<file path="src/rtl/mont_mul_iter_if.sv">
// Operand/result handshake bundle for mont_mul_iter.
// master drives operands and result-ready; slave (the multiplier) drives the rest.
interface mont_mul_iter_if #(parameter int WIDTH = 256);
  logic             i_valid;
  logic             i_ready;
  logic [WIDTH-1:0] i_a;
  logic [WIDTH-1:0] i_b;
  logic [WIDTH-1:0] i_m;
  logic             o_valid;
  logic             o_ready;
  logic [WIDTH-1:0] o_data;

  modport master (
    output i_valid, i_a, i_b, i_m, o_ready,
    input  i_ready, o_valid, o_data
  );

  modport slave (
    input  i_valid, i_a, i_b, i_m, o_ready,
    output i_ready, o_valid, o_data
  );
endinterface

</file>
<file path="src/rtl/mont_mul_iter.sv">
// Iterative radix-2 Montgomery multiplier: o_data = A*B*2^-WIDTH mod M, one bit of A per cycle.
// Define MONTMUL_BACK_TO_BACK_EN to let DONE hand straight over to a new job on the same edge.
module mont_mul_iter #(
  parameter int WIDTH = 256
) (
  input  logic           clk,
  input  logic           rst,
  mont_mul_iter_if.slave bus
);

  localparam int CNT_W = (WIDTH > 1) ? $clog2(WIDTH) : 1;
  localparam logic [CNT_W-1:0] LAST = CNT_W'(WIDTH - 1);

  typedef enum logic [1:0] {IDLE, LOOP, REDUCE, DONE} state_t;

  state_t           state, state_nxt;
  logic [WIDTH-1:0] a_q, b_q, m_q;
  logic [WIDTH+1:0] r_q, m_ext, t_add_b, t_add_m, r_nxt;
  logic [CNT_W-1:0] cnt_q;
  logic             load;
  logic             o_hs;

  assign m_ext = {2'b00, m_q};
  assign o_hs  = (state == DONE) && bus.o_ready;

  // One Montgomery step; R stays below 2M so WIDTH+2 bits never overflow.
  always_comb begin
    t_add_b = r_q + (a_q[0] ? {2'b00, b_q} : '0);
    t_add_m = t_add_b + (t_add_b[0] ? m_ext : '0);
    r_nxt   = t_add_m >> 1;
  end

  always_comb begin
    // NOTE: every output of this block gets a default first, so no path can infer a latch.
    state_nxt   = state;
    bus.i_ready = 1'b0;
    load        = 1'b0;

    if (!rst) begin
      case (state)
        IDLE:    bus.i_ready = 1'b1;
`ifdef MONTMUL_BACK_TO_BACK_EN
        DONE:    bus.i_ready = bus.o_ready;
`endif
        default: bus.i_ready = 1'b0;
      endcase
    end
    load = bus.i_valid && bus.i_ready;

    case (state)
      IDLE:    if (load) state_nxt = LOOP;
      LOOP:    if (cnt_q == LAST) state_nxt = REDUCE;
      REDUCE:  state_nxt = DONE;
      DONE:    if (bus.o_ready) state_nxt = load ? LOOP : IDLE;
      default: state_nxt = IDLE;
    endcase
  end

  always_ff @(posedge clk) begin
    // NOTE: sequential state uses <= so every register samples pre-edge values.
    if (rst) begin
      state       <= IDLE;
      bus.o_valid <= 1'b0;
      bus.o_data  <= '0;
    end else begin
      state <= state_nxt;
      if (state == REDUCE) begin
        bus.o_valid <= 1'b1;
        bus.o_data  <= WIDTH'((r_q >= m_ext) ? r_q - m_ext : r_q);
      end else if (o_hs) begin
        bus.o_valid <= 1'b0;
      end
    end
  end

  // NOTE: datapath registers carry no reset; each job loads them before they are read.
  always_ff @(posedge clk) begin
    if (load) begin
      a_q   <= bus.i_a;
      b_q   <= bus.i_b;
      m_q   <= bus.i_m;
      r_q   <= '0;
      cnt_q <= '0;
    end else if (state == LOOP) begin
      a_q   <= a_q >> 1;
      r_q   <= r_nxt;
      cnt_q <= cnt_q + CNT_W'(1);
    end
  end

endmodule

</file>
<file path="src/flat_wrapper.sv">
// flat-port wrapper written by rule: the top's interface ports become plain ports
module mont_mul_iter_flat 
#(
  parameter int WIDTH = 256
)
  (clk, rst, bus_i_valid, bus_i_a, bus_i_b, bus_i_m, bus_o_ready, bus_i_ready, bus_o_valid, bus_o_data);
  mont_mul_iter_if #(.WIDTH(WIDTH)) bus_i ();
  input  logic clk;
  input  logic rst;
  input wire logic [$bits(bus_i.i_valid)-1:0] bus_i_valid;
  input wire logic [$bits(bus_i.i_a)-1:0] bus_i_a;
  input wire logic [$bits(bus_i.i_b)-1:0] bus_i_b;
  input wire logic [$bits(bus_i.i_m)-1:0] bus_i_m;
  input wire logic [$bits(bus_i.o_ready)-1:0] bus_o_ready;
  output wire logic [$bits(bus_i.i_ready)-1:0] bus_i_ready;
  output wire logic [$bits(bus_i.o_valid)-1:0] bus_o_valid;
  output wire logic [$bits(bus_i.o_data)-1:0] bus_o_data;
  assign bus_i.i_valid = bus_i_valid;
  assign bus_i.i_a = bus_i_a;
  assign bus_i.i_b = bus_i_b;
  assign bus_i.i_m = bus_i_m;
  assign bus_i.o_ready = bus_o_ready;
  assign bus_i_ready = bus_i.i_ready;
  assign bus_o_valid = bus_i.o_valid;
  assign bus_o_data = bus_i.o_data;
  mont_mul_iter #(.WIDTH(WIDTH)) u_core (.clk(clk), .rst(rst), .bus(bus_i));
endmodule
</file>
<file path="config.mk">
export PLATFORM = sky130hd
export DESIGN_NAME = mont_mul_iter_flat
export DESIGN_NICKNAME = d
export VERILOG_FILES = /design/src/rtl/mont_mul_iter_if.sv /design/src/rtl/mont_mul_iter.sv /design/src/flat_wrapper.sv
export SDC_FILE = /design/constraint.sdc
export NUM_CORES = 2
export LEC_CHECK = 0
export CAP_MARGIN = 10
export CORE_UTILIZATION = 25
export CTS_BUF_LIST = sky130_fd_sc_hd__clkbuf_4 sky130_fd_sc_hd__clkbuf_8
export DETAILED_ROUTE_END_ITERATION = 8
export HOLD_SLACK_MARGIN = 0.03
export PLACE_DENSITY = 0.44
export REMOVE_ABC_BUFFERS = 1
export SLEW_MARGIN = 10
export SYNTH_ARGS = -nofsm -noshare
export SYNTH_HDL_FRONTEND = slang
export SYNTH_SLANG_ARGS = --single-unit
</file>
<file path="constraint.sdc">
create_clock -name clk -period 68.5 [get_ports clk]
set_input_delay 20.55 -clock clk [delete_from_list [all_inputs] [get_ports clk]]
set_output_delay 20.55 -clock clk [all_outputs]
set_load 0.005 [all_outputs]
</file>
==> impl_metrics.json <==
{
  "status": "finished clean",
  "fmax_ghz": 0.0236,
  "n_fill_cell": 45368,
  "final-setup-viol-count": 0,
  "ant_nets": 0,
  "clock-root-buffer": "clkbuf_8",
  "wl_per_cell_um": 28.8,
  "yosysTopAreaCell": "edfxtp_1",
  "fin_cells": 19752,
  "placed_area_mm2": 0.120,
  "clock-sinks": 1292,
  "hold_path.class": "flip-flop to flip-flop",
  "synth_seq_cells": 1292,
  "syn2layout_area_growth_pct": 20.6,
  "period_share_pct": 61.8,
  "grt_pass1_vias": 100521,
  "worst_pin_slew_ps": 1370,
  "finalSetupTns_ps": 0,
  "syn_avg_cell_area_um2": 7.82,
  "critPathKind": "primary input to primary output",
  "port_buffers": 1029,
  "path_max_fanout": 14,
  "ctsHoldBuffers": 0,
  "dp_cells": 19223,
  "hold_violations": 0,
  "yosysWarningCount": 0,
  "final_area_mm2": 0.125,
  "yosysMostFrequentCell": "nand2_1",
  "ys_top_cells_by_area": "edfxtp_1 (22%), dfxtp_1 (10%), ha_1 (9.3%)",
  "dr.pass1.iters": 6,
  "cp-end-kind": "primary output",
  "cts_max_level": 5,
  "cp_data_arrival_time_ps": 21770,
  "rsz0062_at_grt": "no",
  "clk_latency_ps": 1130,
  "slew_headroom_pct": 7.78,
  "grt_overflow": 0,
  "grt.total_usage_pct": 25.9,
  "synth.top_cells.by_count": "nand2_1 (2019), a21oi_1 (1565), nor2_1 (1371)",
  "synth_edf_count": 768,
  "cts_setup_buffers": 0,
  "drive_gt1_share_pct": 4.93,
  "clockBufferDepth": 4,
  "ios": 1030,
  "drt_wl_total_um": 570000,
  "antenna_found_initial": 95,
  "period_minus_slack_ps": 42320,
  "dieArea_mm2": 0.418,
  "grt_max_degree": 160,
  "core_area_mm2": 0.413,
  "die_h_um": 647,
  "rows": 236,
  "num_vias": 104087,
  "maxCapViolations": 0,
  "clk_pin_slew_ps": 50,
  "rrSetupSlack_ps": 54430,
  "cts_resized": 0,
  "yosysTopAreaCellShare_pct": 22.2,
  "dp_hpwl_um": 473000,
  "routed_via_density": 5.27,
  "nNetsFinal": 15575,
  "powerDensity_mw_per_mm2": 49.6,
  "peakVddDrop_uv": 25.6,
  "startpoint_type": "primary input",
  "grt_pass1_wl_um": 775000,
  "initial_core_util_pct": 25.1,
  "synthArstFlopShare_pct": 0,
  "syn_inst": 13280,
  "power.leakage_nw": 48.7,
  "gp_congestion": 1.01,
  "remaining_drc_errors": 0,
  "worst_clock_skew_ps": 113,
  "report.final.slew_viol_count": 0,
  "synth-main-ff-cell": "edfxtp_1",
  "netlist_area_mm2": 0.104,
  "drtIter0Drc": 9873,
  "ys_types": 100,
  "cts_tree": "built",
  "yosysSeqAreaShare_pct": 32.3,
  "cts_made_buffers": 277,
  "die_w_um": 647,
  "crit_required_ps": 47950
}
## layout make-up
class / count / area (um2) / share of cell area (%)
multi-input cells: 10782 / 65800 / 52.5
flip-flops and latches: 1292 / 33600 / 26.8
repair buffers: 1154 / 11300 / 9.02
well taps: 5474 / 6850 / 5.46
clock buffers: 391 / 4840 / 3.86
inverters: 521 / 1980 / 1.58
clock inverters: 108 / 903 / 0.721
diodes: 30 / 75.1 / 0.0599
## layer usage
| layer | global-route usage, % | vias up | part of all wire, % |
|---|---|---|---|
| li1 | - | 49031 | - |
| met1 | 31.5 | 50187 | 41 |
| met2 | 42.6 | 3841 | 46 |
| met5 | 0 | - | 0.10 |
| met3 | 5.38 | 942 | 7.1 |
| met4 | 14.7 | 86 | 6.3 |
## flip-flops by register name, summed over array words and instances, names as in the netlist
| signal | count |
|---|---|
| u_core.a_q | 256 |
| u_core.b_q | 256 |
| u_core.bus.o_data | 256 |
| u_core.bus.o_valid | 1 |
| u_core.cnt_q | 8 |
| u_core.m_q | 256 |
| u_core.r_q | 257 |
| u_core.state | 2 |
## worst max-delay path: stages
cell and delay (ps):
buf_8 160, nor2b_1 380, clkdlybuf4s50_1 610
## through the flow
| stage | hold slack [ps] | power (mW) | setup WS [ps] | utilization (%) |
|---|---|---|---|---|
| 6_report | 469 | 6.22 | 26180 | 30.3 |
| 5_1_grt | 486 | 6.58 | 26080 | 30.3 |
| 4_1_cts | 470 | 6.21 | 26110 | 30.3 |
| 3_5_place_dp | 462 | 5.24 | 26110 | 28.9 |
| 3_3_place_gp | 459 | 5.26 | 26120 | 28.9 |
| 2_1_floorplan | 449 | 3.80 | 11460 | - |
## path summary, 6_finish.rpt
check	endpoint	start	cells past startpoint
max	bus_i_ready	rst	3
min	u_core.bus.o_data[240]	u_core.bus.o_data[240]	2
max reg2reg	u_core.r_q[249]	u_core.a_q[0]	36
min reg2reg	u_core.bus.o_data[240]	u_core.bus.o_data[240]	2
## cells by family (layout without fill, tap and decap cells)
| kind of cell | Yosys count | count (layout) | share of synthesized area, % |
|---|---|---|---|
| AO/OA/AOI/OAI | 3903 | 3903 | 22.5 |
| XOR/XNOR | 749 | 749 | 6.31 |
| adder cells (fa/ha/maj) | 775 | 775 | 9.36 |
| buffers and inverters | 1206 | 2174 | 4.47 |
| flip-flops | 1292 | 1292 | 32.3 |
| multiplexers | 301 | 301 | 2.91 |
| other | 0 | 30 | 0 |
| AND/OR/NAND/NOR | 5054 | 5054 | 22.1 |
## report_power, final
group          internal (mW)  leakage (nW)  switching (mW)  total [mW]
Clock                  0.503          3.03           0.417       0.921
Sequential              1.07          11.5           0.198        1.27
Combinational           1.31          34.1            2.73        4.03
## placed cells by master, fill, tap and decap left out, types with 332 or more instances in the layout
cell type        count
a21oi_1           1565
edfxtp_1           768
nor2_1            1368
nand4_1            429
nand2_1           2017
ha_1               769
o21ai_0            929
clkdlybuf4s50_1   1028
dfxtp_1            524
a21o_1             332
and2_1             545
inv_1              517
xnor2_1            489
Note: power is estimated with default switching activity, not from simulation.
